[src/rtl/cpu_pkg.sv]
// cpu_pkg: shared definitions for the 16-bit pipelined core.
//   - opcode_t      : 4-bit opcode encoding (instruction bits [15:12])
//   - id_state_t    : decode-stage control state (RUN / STALL / HALT)
//   - idex_t        : ID/EX pipeline register contents
//   - field LSB constants for the fixed 4-field instruction layout
//   - R_LINK        : link register written by CALL
package cpu_pkg;

    typedef enum logic [3:0] {
        OP_ADD  = 4'h0,
        OP_ALU1 = 4'h1,
        OP_ALU2 = 4'h2,
        OP_ALU3 = 4'h3,
        OP_ALU4 = 4'h4,
        OP_ALU5 = 4'h5,
        OP_ALU6 = 4'h6,
        OP_ALU7 = 4'h7,
        OP_LW   = 4'h8,
        OP_SW   = 4'h9,
        OP_LHB  = 4'hA,
        OP_LLB  = 4'hB,
        OP_B    = 4'hC,
        OP_CALL = 4'hD,
        OP_RET  = 4'hE,
        OP_HLT  = 4'hF
    } opcode_t;

    typedef enum logic [1:0] {
        RUN   = 2'd0,
        STALL = 2'd1,
        HALT  = 2'd2
    } id_state_t;

    // Instruction field positions (each field is 4 bits wide).
    localparam int unsigned OP_LSB = 12;
    localparam int unsigned RD_LSB = 8;
    localparam int unsigned RS_LSB = 4;
    localparam int unsigned RT_LSB = 0;

    localparam logic [3:0] R_LINK = 4'd15;

    typedef struct packed {
        logic        valid;
        logic [15:0] pc;
        logic [3:0]  opcode;
        logic [3:0]  rd;
        logic [15:0] rs_data;
        logic [15:0] rt_data;
        logic [15:0] imm;
        logic        reg_write;
        logic        mem_read;
        logic        mem_write;
        logic        branch;
        logic        halt;
    } idex_t;

endpackage

[src/rtl/reg_file.sv]
// reg_file: 16x16 register file, two combinational read ports, one write port.
// R0 is hard-wired to zero (writes ignored, reads return 0).
// Ports:
//   clk, rst        : clock, asynchronous active-low reset (clears all entries)
//   we/waddr/wdata  : write port, committed on the rising edge
//   raddr_a/rdata_a : read port A
//   raddr_b/rdata_b : read port B
// Configuration macro WB_BYPASS_EN: when defined, reads are write-first
// (a same-cycle write to the addressed register is forwarded to the read).
module reg_file #(
    parameter int unsigned NUM_REGS = 16
) (
    input  logic        clk,
    input  logic        rst,
    input  logic        we,
    input  logic [3:0]  waddr,
    input  logic [15:0] wdata,
    input  logic [3:0]  raddr_a,
    input  logic [3:0]  raddr_b,
    output logic [15:0] rdata_a,
    output logic [15:0] rdata_b
);

    logic [15:0] regs_q [NUM_REGS];
    logic [15:0] regs_d [NUM_REGS];

    function automatic logic [15:0] read_port(input logic [3:0] addr);
        logic [15:0] val;
        val = '0;
        if (addr != '0) begin
            val = regs_q[addr];
`ifdef WB_BYPASS_EN
            if (we && (waddr == addr)) begin
                val = wdata;
            end
`endif
        end
        return val;
    endfunction

    always_comb begin
        regs_d = regs_q;
        if (we && (waddr != '0)) begin
            regs_d[waddr] = wdata;
        end
    end

    always_ff @(posedge clk or negedge rst) begin
        if (!rst) begin
            for (int unsigned i = 0; i < NUM_REGS; i++) begin
                regs_q[i] <= '0;
            end
        end else begin
            regs_q <= regs_d;
        end
    end

    always_comb begin
        rdata_a = read_port(raddr_a);
        rdata_b = read_port(raddr_b);
    end

endmodule

[src/rtl/id_unit.sv]
// id_unit: instruction-decode stage of the 16-bit pipelined core.
// Holds the IF/ID register, the register file and decode logic, and drives
// the ID/EX register. Produces 'hazard' back to fetch (hold PC and IF/ID)
// for load-use stalls, write-back stalls and halt.
// Ports:
//   clk, rst                : clock, asynchronous active-low reset
//   instr_in, pc_in         : fetched instruction and its PC+2
//   flush                   : taken branch downstream; squash IF/ID and ID/EX
//   wb_en, wb_addr, wb_data : register write-back port
//   hazard                  : combinational stall request to fetch
//   id_*                    : ID/EX register outputs
// Configuration macro WB_BYPASS_EN: when defined, register reads are
// write-first; when undefined, a write-back to a register that IF/ID is
// reading stalls decode for one cycle instead.
module id_unit
    import cpu_pkg::*;
#(
    parameter int unsigned NUM_REGS = 16
) (
    input  logic        clk,
    input  logic        rst,
    input  logic [15:0] instr_in,
    input  logic [15:0] pc_in,
    input  logic        flush,
    input  logic        wb_en,
    input  logic [3:0]  wb_addr,
    input  logic [15:0] wb_data,
    output logic        hazard,
    output logic        id_valid,
    output logic [15:0] id_pc,
    output logic [3:0]  id_opcode,
    output logic [3:0]  id_rd,
    output logic [15:0] id_rs_data,
    output logic [15:0] id_rt_data,
    output logic [15:0] id_imm,
    output logic        id_reg_write,
    output logic        id_mem_read,
    output logic        id_mem_write,
    output logic        id_branch,
    output logic        id_halt
);

    // IF/ID register
    logic [15:0] ifid_instr_q, ifid_instr_d;
    logic [15:0] ifid_pc_q,    ifid_pc_d;
    logic        ifid_valid_q, ifid_valid_d;

    // ID/EX register
    idex_t idex_q, idex_d;

    id_state_t state_q, state_d;

    // Decode results
    opcode_t     op;
    logic [3:0]  rd_f, rs_f, rt_f;
    logic [3:0]  rs_addr, rt_addr, dst;
    logic        use_rs, use_rt;
    logic [15:0] imm;
    logic        dec_rw, dec_mr, dec_mw, dec_br, dec_hl;
    logic [15:0] rs_data, rt_data;

    // Hazard / stall control
    logic load_use, wb_stall, hazard_int, bubble;

    reg_file #(
        .NUM_REGS (NUM_REGS)
    ) u_reg_file (
        .clk     (clk),
        .rst     (rst),
        .we      (wb_en),
        .waddr   (wb_addr),
        .wdata   (wb_data),
        .raddr_a (rs_addr),
        .raddr_b (rt_addr),
        .rdata_a (rs_data),
        .rdata_b (rt_data)
    );

    // ---------------------------------------------------------------- decode
    always_comb begin
        op      = opcode_t'(ifid_instr_q[OP_LSB +: 4]);
        rd_f    = ifid_instr_q[RD_LSB +: 4];
        rs_f    = ifid_instr_q[RS_LSB +: 4];
        rt_f    = ifid_instr_q[RT_LSB +: 4];
        rs_addr = rs_f;
        rt_addr = rt_f;
        dst     = rd_f;
        use_rs  = 1'b0;
        use_rt  = 1'b0;
        imm     = '0;
        dec_rw  = 1'b0;
        dec_mr  = 1'b0;
        dec_mw  = 1'b0;
        dec_br  = 1'b0;
        dec_hl  = 1'b0;
        case (op)
            OP_LW: begin
                imm    = {{12{ifid_instr_q[3]}}, ifid_instr_q[3:0]};
                use_rs = 1'b1;
                dec_rw = 1'b1;
                dec_mr = 1'b1;
            end
            OP_SW: begin
                // Store data comes from the [11:8] field.
                rt_addr = rd_f;
                imm     = {{12{ifid_instr_q[3]}}, ifid_instr_q[3:0]};
                use_rs  = 1'b1;
                use_rt  = 1'b1;
                dec_mw  = 1'b1;
            end
            OP_LHB, OP_LLB: begin
                // Byte insert reads the destination's current value.
                rs_addr = rd_f;
                imm     = {8'h00, ifid_instr_q[7:0]};
                use_rs  = 1'b1;
                dec_rw  = 1'b1;
            end
            OP_B: begin
                imm    = {{7{ifid_instr_q[8]}}, ifid_instr_q[8:0]};
                dec_br = 1'b1;
            end
            OP_CALL: begin
                dst    = R_LINK;
                imm    = {{4{ifid_instr_q[11]}}, ifid_instr_q[11:0]};
                dec_rw = 1'b1;
                dec_br = 1'b1;
            end
            OP_RET: begin
                dec_br = 1'b1;
            end
            OP_HLT: begin
                dec_hl = 1'b1;
            end
            default: begin
                // ALU operations 0-7
                use_rs = 1'b1;
                use_rt = 1'b1;
                dec_rw = 1'b1;
            end
        endcase
        if (dst == '0) begin
            dec_rw = 1'b0;
        end
    end

    // ------------------------------------------------ FSM: output / hazard
    always_comb begin
        load_use = idex_q.valid && idex_q.mem_read && (idex_q.rd != '0) &&
                   ifid_valid_q &&
                   ((use_rs && (idex_q.rd == rs_addr)) ||
                    (use_rt && (idex_q.rd == rt_addr)));
`ifdef WB_BYPASS_EN
        wb_stall = 1'b0;
`else
        wb_stall = ifid_valid_q && wb_en && (wb_addr != '0) &&
                   ((use_rs && (wb_addr == rs_addr)) ||
                    (use_rt && (wb_addr == rt_addr)));
`endif
        // The flushing branch is older than anything here, so it wins.
        hazard_int = !flush && ((state_q == HALT) || load_use || wb_stall);
        bubble     = flush || hazard_int || !ifid_valid_q;
    end

    assign hazard = hazard_int;

    // ---------------------------------------------------- FSM: next state
    always_comb begin
        state_d = state_q;
        if (flush) begin
            state_d = RUN;
        end else begin
            case (state_q)
                RUN, STALL: begin
                    if (!bubble && dec_hl) begin
                        state_d = HALT;
                    end else if (load_use) begin
                        state_d = STALL;
                    end else begin
                        state_d = RUN;
                    end
                end
                HALT:    state_d = HALT;
                default: state_d = RUN;
            endcase
        end
    end

    // ------------------------------------------------ pipeline next values
    always_comb begin
        ifid_instr_d = ifid_instr_q;
        ifid_pc_d    = ifid_pc_q;
        ifid_valid_d = ifid_valid_q;
        if (flush) begin
            ifid_instr_d = instr_in;
            ifid_pc_d    = pc_in;
            ifid_valid_d = 1'b0;
        end else if (!hazard_int) begin
            ifid_instr_d = instr_in;
            ifid_pc_d    = pc_in;
            ifid_valid_d = 1'b1;
        end
    end

    always_comb begin
        idex_d = '0;
        if (!bubble) begin
            idex_d.valid     = 1'b1;
            idex_d.pc        = ifid_pc_q;
            idex_d.opcode    = op;
            idex_d.rd        = dst;
            idex_d.rs_data   = rs_data;
            idex_d.rt_data   = rt_data;
            idex_d.imm       = imm;
            idex_d.reg_write = dec_rw;
            idex_d.mem_read  = dec_mr;
            idex_d.mem_write = dec_mw;
            idex_d.branch    = dec_br;
            idex_d.halt      = dec_hl;
        end
    end

    // ----------------------------------------------------------- registers
    always_ff @(posedge clk or negedge rst) begin
        if (!rst) begin
            state_q      <= RUN;
            ifid_instr_q <= '0;
            ifid_pc_q    <= '0;
            ifid_valid_q <= 1'b0;
            idex_q       <= '0;
        end else begin
            state_q      <= state_d;
            ifid_instr_q <= ifid_instr_d;
            ifid_pc_q    <= ifid_pc_d;
            ifid_valid_q <= ifid_valid_d;
            idex_q       <= idex_d;
        end
    end

    assign id_valid     = idex_q.valid;
    assign id_pc        = idex_q.pc;
    assign id_opcode    = idex_q.opcode;
    assign id_rd        = idex_q.rd;
    assign id_rs_data   = idex_q.rs_data;
    assign id_rt_data   = idex_q.rt_data;
    assign id_imm       = idex_q.imm;
    assign id_reg_write = idex_q.reg_write;
    assign id_mem_read  = idex_q.mem_read;
    assign id_mem_write = idex_q.mem_write;
    assign id_branch    = idex_q.branch;
    assign id_halt      = idex_q.halt;

endmodule

[config.mk]
export PLATFORM = sky130hd
export DESIGN_NAME = id_unit
export DESIGN_NICKNAME = d
export VERILOG_FILES = /design/src/rtl/cpu_pkg.sv /design/src/rtl/reg_file.sv /design/src/rtl/id_unit.sv
export SDC_FILE = /design/constraint.sdc
export NUM_CORES = 1
export LEC_CHECK = 0
export ABC_CLOCK_PERIOD_IN_PS = 3400
export BUFFER_PORTS_ARGS = -buffer_cell sky130_fd_sc_hd__buf_2
export CORE_MARGIN = 10
export CORE_UTILIZATION = 50
export CTS_CLUSTER_DIAMETER = 60
export DETAILED_ROUTE_END_ITERATION = 10
export GPL_ROUTABILITY_DRIVEN = 1
export PLACE_DENSITY_LB_ADDON = 0.2
export SLEW_MARGIN = 25
export SYNTH_ARGS = -nofsm -noshare
export SYNTH_HDL_FRONTEND = slang
export SYNTH_HIERARCHICAL = 1
export SYNTH_SLANG_ARGS = --single-unit
[constraint.sdc]
create_clock -name clk -period 3.4 [get_ports clk]
set_input_delay 0.17 -clock clk [delete_from_list [all_inputs] [get_ports clk]]
set_output_delay 0.17 -clock clk [all_outputs]
set_load 0.05 [all_outputs]
==> impl_metrics.env, run 1 <==
export IMPL_outcome="finished, final reports clean"
export IMPL_cts_sinks=349
export IMPL_min_period_over_period=0.9398
export IMPL_slew_viol_final=0
export IMPL_grt_overflow_total=0
export IMPL_first_global_vias=12179
export IMPL_async_flop_share=1.000
export IMPL_hold_path_cell_count=2
export IMPL_path_cells="buf_4, and3b_1, mux2_2, o221a_1, a41oi_2, a41o_2, buf_12, inv_1, buf_2"
export IMPL_cts_tree="built"
export IMPL_yosys_area_top_type="dfrtp_1"
export IMPL_slew_headroom=0.3073
export IMPL_pwr_share_clk=0.329
export IMPL_ys_warn_count=6
export IMPL_grt_pass1_wl_mm=76.68
export IMPL_synth_ff_type="dfrtp_1"
export IMPL_postCtsSetupBuffers=0
export IMPL_yosysMostFrequentCell="dfrtp_1"
export IMPL_start_util=0.5060
export IMPL_worstMarginPinSlew_ns=1.038
export IMPL_critPathBufInv=4
export IMPL_first_pass_iters=5
export IMPL_slowest_stage="mux2_2"
export IMPL_maxCapViolCount=0
export IMPL_critPathMaxFanout=33
export IMPL_setup_viol=0
export IMPL_finClkSkew_ns=0.01580
export IMPL_worst_slack_ns=0.2048
export IMPL_hold_buffers=34
export IMPL_h_tree_depth=2
export IMPL_synthTopCellsByCount="dfrtp_1, mux2_2, mux4_2"
export IMPL_fp_dieW_um=206.7
export IMPL_final_nets=1488
export IMPL_cp_depth=9
export IMPL_via_count=11730
export IMPL_io_pins=135
export IMPL_drive_above_1_share=0.4544
export IMPL_diodes=0
export IMPL_clockRootBuffer="clkbuf_16"
export IMPL_fin_crit_ns=3.195
export IMPL_drc=0
export IMPL_wirelength_mm=49.52
export IMPL_numCtsBuffers=38
export IMPL_globalRouteTotalUtil=0.2342
export IMPL_combPwrFrac=0.226
export IMPL_area_delta_synth_final_pct=16.10
export IMPL_power_leakage_nw=9.184
export IMPL_synth_edf_count=0
export IMPL_crit_required_ns=3.23
export IMPL_p_int_mw=8.825
export IMPL_fmax_ghz=0.3130
export IMPL_crit_arrival_ns=3.03
export IMPL_place_congestion=0.9096
export IMPL_rsz0062_at_grt="no"
export IMPL_synth_yosys_seq_area_share=0.5009
export IMPL_stdcell_area_mm2=0.02024
export IMPL_place_area_mm2=0.01868
export IMPL_synth_cells=1284
export IMPL_row_count=68
export IMPL_synth_area_mm2=0.01744
export IMPL_hold_violations=0
export IMPL_cp_top_family="buffers and inverters"
export IMPL_drt_vias_per_instance=6.129
export IMPL_power_density_mw_per_mm2=609.3
export IMPL_hpwl_mm=31.95
export IMPL_cts_resized=0
export IMPL_criticalPathCategory="register to output pin"
export IMPL_yosysTopAreaCellShare=0.5009
export IMPL_swShare=0.2845
export IMPL_clk_pin_slew_ns=0.06
export IMPL_synth_distinct_cells=50
export IMPL_synth_nets=1340
export IMPL_r2r_cells=10
export IMPL_grt_antenna_before_repair=1
export IMPL_dieArea_mm2=0.04274
export IMPL_max_stage_delay_ns=0.39
export IMPL_wl_per_cell_um=25.87
export IMPL_switchingPower_mw=3.509
export IMPL_worstSetupEndpointType="output pin"
export IMPL_irDropWorstVdd_mv=0.3498
export IMPL_pwr_share_seq=0.445
export IMPL_preCtsSetupSlack_ns=0.4932
export IMPL_insertion_delay_ns=0.53
export IMPL_yosys_register_bits=349
export IMPL_core_mm2=0.03446
export IMPL_die_height_um=206.7
export IMPL_ant_nets=0
export IMPL_fin_setup_tns_ns=0
export IMPL_placement_io_buffers=134
export IMPL_drt_iter0_drc=1124
export IMPL_hold_path_class="input port to register"
export IMPL_grt_max_degree=96
export IMPL_cts_buffer_depth=3
export IMPL_synth_area_leaders="dfrtp_1, mux2_2, mux4_2"
export IMPL_synth_avg_cell_area_um2=13.58
export IMPL_startpoint_type="register"
-- cell type report --
class	count	area [µm²]
multi-input cells	754	7878
repair buffers	221	1582
well taps	455	569.3
clock buffers	59	1151
flip-flops and latches	349	8733
clock inverters	8	72.57
inverters	68	257.7
fillers	2738	14210
-- cell usage in the layout (no fill, tap or decap), types with 9 or more instances in the layout --
cell           Yosys  routed
nor3_1            88      88
buf_12             0      13
buf_4             13      40
mux2_2           271     272
mux2i_1           21      21
nand2b_1          12      12
xor2_1            10      10
buf_2             32     133
dlygate4sd3_1      0      34
nor2_2             8       9
o22ai_1           31      31
dfrtp_1          349     349
nand2_1           29      28
nor2_1            40      39
nor4_1            16      16
clkbuf_16          0      39
inv_1             68      66
clkbuf_8           0      10
mux2_4            29      29
a221oi_1          29      29
clkbuf_1          58      10
mux4_2            96      96
a21oi_1           15      15
-- worst register-to-register path: cells and delay by family (launching register included) --
kind	cells	cell delay [ns]
multiplexers	1	0.27
AND/OR/NAND/NOR	5	1.43
flip-flops	1	0.38
buffers and inverters	4	0.84
-- power by group through the flow --
stage               Combinational [mW]  Sequential [mW]  Clock (mW)
finish                            2.79             5.49        4.06
floorplan                         1.94             5.50           0
detailed placement                2.75             5.54           0
global route                      3.00             5.58        4.30
global placement                  2.69             5.51           0
CTS                               2.79             5.47        4.13
-- kinds of logic after synthesis --
group,after synthesis,share of synthesized area
mux,419,0.3373
flops,349,0.5009
simple gates,224,0.06587
buf+inv,181,0.04836
compound gates,100,0.04205
xor+xnor,11,0.005525
-- metal layers --
| metal | up-vias | wire length (µm) | GRT usage | part of all wire |
|---|---|---|---|---|
| li1 | 5045 | - | - | - |
| met1 | 6056 | 21010 | 0.3237 | 0.42 |
| met2 | 534 | 22900 | 0.3654 | 0.46 |
| met3 | 95 | 4269 | 0.05009 | 0.086 |
| met4 | 0 | 1347 | 0.07219 | 0.027 |
| met5 | - | 0 | 0 | 0 |
-- path summary, 6_finish.rpt --
path / startpoint / slack (ns) / to
worst min register to register: state_q[1]$_DFF_PN0_ / 0.47 / state_q[0]$_DFF_PN0_
worst max register to register: ifid_instr_q[14]$_DFFE_PN0P_ / 0.39 / id_rs_data[3]$_DFF_PN0_
max in group asynchronous: rst / 2.14 / u_reg_file/regs_q[176]$_DFFE_PN0P_
min in group asynchronous: rst / 0.29 / id_imm[14]$_DFF_PN0_
worst min-delay path: wb_data[8] / 0.06 / u_reg_file/regs_q[56]$_DFFE_PN0P_
worst max-delay path: ifid_instr_q[14]$_DFFE_PN0P_ / 0.20 / hazard
-- sequential cells by signal (all words and copies together), names as in the netlist --
signal / cells
id_branch: 1
id_halt: 1
id_imm: 12
id_mem_read: 1
id_mem_write: 1
id_opcode: 4
id_pc: 16
id_rd: 4
id_reg_write: 1
id_rs_data: 16
id_rt_data: 16
id_valid: 1
ifid_instr_q: 16
ifid_pc_q: 16
ifid_valid_q: 1
state_q: 2
u_reg_file/regs_q: 240
-- stage by stage --
step,hold WS (ns),cells,utilization,total power [mW]
after floorplan,-0.1256,1284,-,7.439
after global placement,0.2545,1813,0.5421,8.196
after detailed placement,0.2599,1813,0.5421,8.284
after CTS,0.04103,1914,0.5875,12.39
after global routing,0.08553,1914,0.5875,12.88
final,0.05978,1914,0.5875,12.33
No activity file was read; power rests on OpenSTA's default activity.
==> inputs of run 2 (changes only) <==
Settings changed: CORE_ASPECT_RATIO set to 0.5, CORE_UTILIZATION 50 to 36.
==> impl_metrics.env, run 2 (synthesis gave the netlist of run 1 again) <==
export IMPL_final_util=0.4326
export IMPL_outcome="finished, final reports clean"
export IMPL_grt_overflow_total=0
export IMPL_fp_dieW_um=331.2
export IMPL_critPathLaunch="ifid_instr_q[14]$_DFFE_PN0P_"
export IMPL_grt_antenna_before_repair=1
export IMPL_power_density_mw_per_mm2=604.8
export IMPL_final_nets=1482
export IMPL_fmax_ghz=0.3103
export IMPL_drive_above_1_share=0.4555
export IMPL_slew_viol_final=0
export IMPL_cts_tree="built"
export IMPL_power_leakage_nw=9.138
export IMPL_numCtsBuffers=37
export IMPL_fill_cells=4323
export IMPL_maxCapViolCount=0
export IMPL_via_count=11761
export IMPL_place_area_mm2=0.01892
export IMPL_stdcell_area_mm2=0.02049
export IMPL_slew_headroom=0.3584
export IMPL_area_delta_synth_final_pct=17.51
export IMPL_r2r_cells=10
export IMPL_placement_io_buffers=134
export IMPL_p_int_mw=8.784
export IMPL_globalRouteTotalUtil=0.1765
export IMPL_r2r_setup_slack_ns=0.37
export IMPL_io_pins=135
export IMPL_startpoint_type="register"
export IMPL_critPathMaxFanout=16
export IMPL_r2r_start="ifid_instr_q[14]$_DFFE_PN0P_"
export IMPL_wirelength_mm=52.32
export IMPL_rsz0062_at_grt="no"
export IMPL_cts_buffer_depth=3
export IMPL_hpwl_mm=32.49
export IMPL_preCtsSetupSlack_ns=0.3183
export IMPL_drt_vias_per_instance=5.630
export IMPL_grt_max_degree=108
export IMPL_h_tree_depth=2
export IMPL_setup_viol=0
export IMPL_insertion_delay_ns=0.54
export IMPL_row_count=56
export IMPL_crit_required_ns=3.23
export IMPL_wl_per_cell_um=25.04
export IMPL_mostFrequentLayoutCell="dfrtp_1"
export IMPL_hold_path_class="input port to register"
export IMPL_criticalPathCategory="register to output pin"
export IMPL_clockRootBuffer="clkbuf_16"
export IMPL_min_period_over_period=0.9478
export IMPL_pwr_share_clk=0.332
export IMPL_hold_violations=0
export IMPL_final_cell_mix="dfrtp_1, mux2_2, buf_2, mux4_2, nor3_1"
export IMPL_start_util=0.3681
export IMPL_drt_iter0_drc=1044
export IMPL_irDropWorstVdd_mv=0.3170
export IMPL_top_register="u_reg_file/regs_q"
export IMPL_cts_sinks=349
export IMPL_combPwrFrac=0.227
export IMPL_first_pass_iters=5
export IMPL_dieArea_mm2=0.05817
export IMPL_ant_nets=0
export IMPL_worstMarginPinSlew_ns=0.9601
export IMPL_grt_pass1_wl_mm=80.10
export IMPL_fin_crit_ns=3.223
export IMPL_die_height_um=175.6
export IMPL_hold_path_cell_count=2
export IMPL_worstSetupEndpointType="output pin"
export IMPL_core_mm2=0.04737
export IMPL_swShare=0.2911
export IMPL_pwr_share_seq=0.441
export IMPL_switchingPower_mw=3.608
export IMPL_worstHoldStart="wb_data[10]"
export IMPL_drc=0
export IMPL_crit_arrival_ns=3.05
export IMPL_finClkSkew_ns=0.02637
export IMPL_hold_path_end="u_reg_file/regs_q[42]$_DFFE_PN0P_"
export IMPL_first_global_vias=12664
export IMPL_place_congestion=0.8288
export IMPL_fin_setup_tns_ns=0
export IMPL_diodes=0
export IMPL_clk_pin_slew_ns=0.07
export IMPL_worst_slack_ns=0.1774
export IMPL_largest_reg_flops=240
export IMPL_regToRegEndpoint="id_rt_data[0]$_DFF_PN0_"
[run 2: what timing repair did]
item                                    CTS  global route
hold buffers                             34             0
endpoints found under the setup margin    0             1
setup buffers                             0             0
hold endpoints to repair                138             0
gates resized for setup                   0             4
[run 2: how the worst max path moves through the flow]
| stage | endpoint | slack (ns) | cells after the start |
|---|---|---|---|
| after detailed placement | id_rt_data[0]$_DFF_PN0_ | 0.32 | 10 |
| after global placement | id_rt_data[0]$_DFF_PN0_ | 0.31 | 10 |
| after floorplan | hazard | 0.80 | 9 |
| after global routing | hazard | 0.02 | 9 |
| final | hazard | 0.18 | 9 |
| after CTS | hazard | 0.08 | 9 |
[run 2: area by class of cell]
class	instances	area (µm²)	area share
Multi-Input combinational cell	754	7941	0.3876
Sequential cell	349	8733	0.4262
Clock inverter	15	181.4	0.008854
Tap cell	638	798.3	0.03896
Timing Repair Buffer	216	1556	0.07596
Clock buffer	49	1022	0.04989
Inverter	68	256.5	0.01252
[run 2: layer usage]
metal	track usage	wire length, µm	share of wire	vias up
met5	0	11	0.00021	-
met4	0.05698	1453	0.028	2
met3	0.03661	3110	0.059	88
met2	0.2855	24600	0.47	350
met1	0.2349	23140	0.44	6272
li1	-	-	-	5049
[run 2: power by group through the flow]
stage,registers (mW),logic [mW],clock network [mW]
after floorplan,5.50,1.94,0
after global placement,5.47,2.73,0
after detailed placement,5.53,2.79,0
after CTS,5.45,2.83,4.20
after global routing,5.56,3.04,4.39
final,5.47,2.81,4.11
[run 2: critical path, stage by stage (launching register included)]
cell and delay, ns:
dfrtp_1 0.38, buf_4 0.19, and3b_1 0.27, mux2_2 0.39, o221a_1 0.25, a41oi_2 0.24, a41o_4 0.38, buf_12 0.19
inv_1 0.05, buf_2 0.20
[run 2: metrics by stage]
stage	hold slack [ns]	instances	power, mW
2_1_floorplan	-0.1256	1284	7.439
5_1_grt	0.07039	2089	12.99
4_1_cts	0.04167	2089	12.49
3_5_place_dp	0.3112	1991	8.319
6_report	0.06797	2089	12.39
3_3_place_gp	0.3025	1991	8.191
==> inputs of run 3 (changes only) <==
==> constraint.sdc (replaced) <==
create_clock -name clk -period 3.4 [get_ports clk]
set_input_delay 0.68 -clock clk [delete_from_list [all_inputs] [get_ports clk]]
set_output_delay 0.68 -clock clk [all_outputs]
set_load 0.05 [all_outputs]
==> impl_metrics.env, run 3 (synthesis gave the netlist of run 1 again) <==
export IMPL_hold_violations=0
export IMPL_first_global_vias=12428
export IMPL_max_stage_delay_ns=0.39
export IMPL_critPathMaxFanout=16
export IMPL_setup_viol=0
export IMPL_slowest_stage="dfrtp_1"
export IMPL_via_count=11638
export IMPL_worstSetupEndpointType="output pin"
export IMPL_drive_above_1_share=0.4746
export IMPL_combPwrFrac=0.229
export IMPL_power_density_mw_per_mm2=605.7
export IMPL_globalRouteTotalUtil=0.1753
export IMPL_clk_pin_slew_ns=0.06
export IMPL_hold_path_class="input port to async pin"
export IMPL_crit_arrival_ns=2.61
export IMPL_pwr_share_clk=0.325
export IMPL_maxCapViolCount=0
export IMPL_grt_max_degree=87
export IMPL_path_cells="buf_6, and3b_2, mux2_4, o221a_1, a41oi_2, a41o_2, inv_1, buf_6"
export IMPL_cts_buffer_depth=3
export IMPL_worstMarginPinSlew_ns=0.8702
export IMPL_start_util=0.3681
export IMPL_power_leakage_nw=9.059
export IMPL_grt_overflow_total=0
export IMPL_fill_cells=4410
export IMPL_r2r_setup_slack_ns=0.43
export IMPL_final_nets=1463
export IMPL_critPathLaunch="ifid_instr_q[14]$_DFFE_PN0P_"
export IMPL_wirelength_mm=52.08
export IMPL_r2r_start="ifid_instr_q[14]$_DFFE_PN0P_"
export IMPL_fin_crit_ns=3.290
export IMPL_pwr_share_seq=0.446
export IMPL_final_cell_mix="dfrtp_1, mux2_2, buf_2, mux4_2, nor3_1"
export IMPL_drt_iter0_drc=826
export IMPL_met1_length_mm=22.94
export IMPL_row_count=56
export IMPL_h_tree_depth=2
export IMPL_dr_wl_met3_mm=2.962
export IMPL_wl_per_cell_um=25.10
export IMPL_r2r_cells=10
export IMPL_drt_vias_per_instance=5.609
export IMPL_grt_antenna_before_repair=4
export IMPL_die_height_um=175.6
export IMPL_grt_pass1_wl_mm=79.52
export IMPL_clockRootBuffer="clkbuf_16"
export IMPL_final_util=0.4268
export IMPL_placement_io_buffers=134
export IMPL_preCtsSetupSlack_ns=0.4121
export IMPL_crit_end="hazard"
export IMPL_first_pass_iters=5
export IMPL_area_delta_synth_final_pct=15.94
export IMPL_irDropWorstVdd_mv=0.3138
export IMPL_crit_required_ns=2.72
export IMPL_cts_tree="built"
export IMPL_multi_input_comb_area_mm2=0.007928
export IMPL_largest_reg_flops=240
export IMPL_slew_headroom=0.4154
export IMPL_ant_nets=0
export IMPL_place_area_mm2=0.01894
export IMPL_cts_sinks=349
export IMPL_worst_slack_ns=0.1097
export IMPL_dieArea_mm2=0.05817
export IMPL_drc=0
export IMPL_fin_setup_tns_ns=0
export IMPL_top_register="u_reg_file/regs_q"
export IMPL_wl_met2_mm=24.58
export IMPL_min_period_over_period=0.9677
export IMPL_slew_viol_final=0
export IMPL_insertion_delay_ns=0.55
export IMPL_p_int_mw=8.657
export IMPL_place_congestion=0.8374
export IMPL_criticalPathCategory="register to output pin"
export IMPL_ff_latch_area_mm2=0.008736
export IMPL_io_pins=135
export IMPL_mostFrequentLayoutCell="dfrtp_1"
export IMPL_top_layer="met5"
export IMPL_swShare=0.2931
export IMPL_core_mm2=0.04737
export IMPL_startpoint_type="register"
export IMPL_path_common_cell="buf_6"
export IMPL_regToRegEndpoint="id_rt_data[9]$_DFF_PN0_"
export IMPL_numCtsBuffers=36
export IMPL_outcome="finished, final reports clean"
export IMPL_fp_dieW_um=331.2
export IMPL_rsz0062_at_grt="no"
export IMPL_stdcell_area_mm2=0.02022
export IMPL_finClkSkew_ns=0.01455
export IMPL_fmax_ghz=0.3039
export IMPL_hpwl_mm=33.87
export IMPL_switchingPower_mw=3.589
-- run 3: changes by cell type in the layout (fill, tap and decap cells not counted), sizes merged --
| cell | previous run | this run |
|---|---|---|
| dlygate4sd3 | 34 | 0 |
| buf | 182 | 198 |
| clkbuf | 49 | 56 |
| bufinv | 3 | 0 |
| diode | 0 | 2 |
| inv | 69 | 67 |
-- run 3: what timing repair did --
item,4_1_cts,5_1_grt
cloned,0,0
endpoints found under the hold margin,0,0
pin swaps,0,4
buffers inserted,0,5
setup endpoints to repair,1,1
hold buffers,0,0
gates resized for setup,2,12
-- run 3: routing by layer --
metal / global-route usage / vias to the layer above
met5: 0 / -
met4: 0.05940 / 2
met3: 0.03376 / 90
met2: 0.2831 / 374
met1: 0.2342 / 6175
li1: - / 4997
-- run 3: worst min-delay path by stage --
stage | cells after the start | slack [ns] | startpoint | endpoint
finish | 1 | 0.15 | rst | u_reg_file/regs_q[22]$_DFFE_PN0P_
global route | 1 | 0.19 | rst | u_reg_file/regs_q[22]$_DFFE_PN0P_
CTS | 1 | 0.18 | rst | u_reg_file/regs_q[22]$_DFFE_PN0P_
detailed placement | 1 | 0.45 | state_q[1]$_DFF_PN0_ | state_q[0]$_DFF_PN0_
global placement | 1 | 0.44 | state_q[1]$_DFF_PN0_ | state_q[0]$_DFF_PN0_
floorplan | 0 | 0.38 | rst | id_branch$_DFF_PN0_
-- run 3: critical path, delay by kind of cell (launching register included) --
| family | cells | cell delay [ns] |
|---|---|---|
| AND/OR/NAND/NOR | 1 | 0.27 |
| multiplexers | 1 | 0.33 |
| buffers and inverters | 3 | 0.37 |
| AO/OA/AOI/OAI | 3 | 0.73 |
| flip-flops | 1 | 0.39 |
-- run 3: power groups by stage --
stage,Clock (mW),Combinational (mW),Sequential (mW)
after floorplan,0,1.94,5.50
after global placement,0,2.73,5.46
after detailed placement,0,2.80,5.53
after CTS,4.08,2.81,5.45
after global routing,4.26,3.01,5.56
final,3.98,2.80,5.47
-- run 3: final cells by class --
type,count,share of cell area
clock inverter,10,0.003156
timing repair buffer,198,0.06535
inverter,68,0.01269
sequential,349,0.4321
antenna,2,0.0002476
tap,638,0.03949
clock buffer,56,0.05483
multi-input combinational,754,0.3921
-- run 3: through the flow --
stage               power (mW)  cells  hold WS [ns]
floorplan                7.439   1284        0.3844
global placement         8.186   2002        0.4383
detailed placement       8.327   2002        0.4532
CTS                      12.35   2068        0.1788
global route             12.83   2075        0.1935
finish                   12.25   2075        0.1524
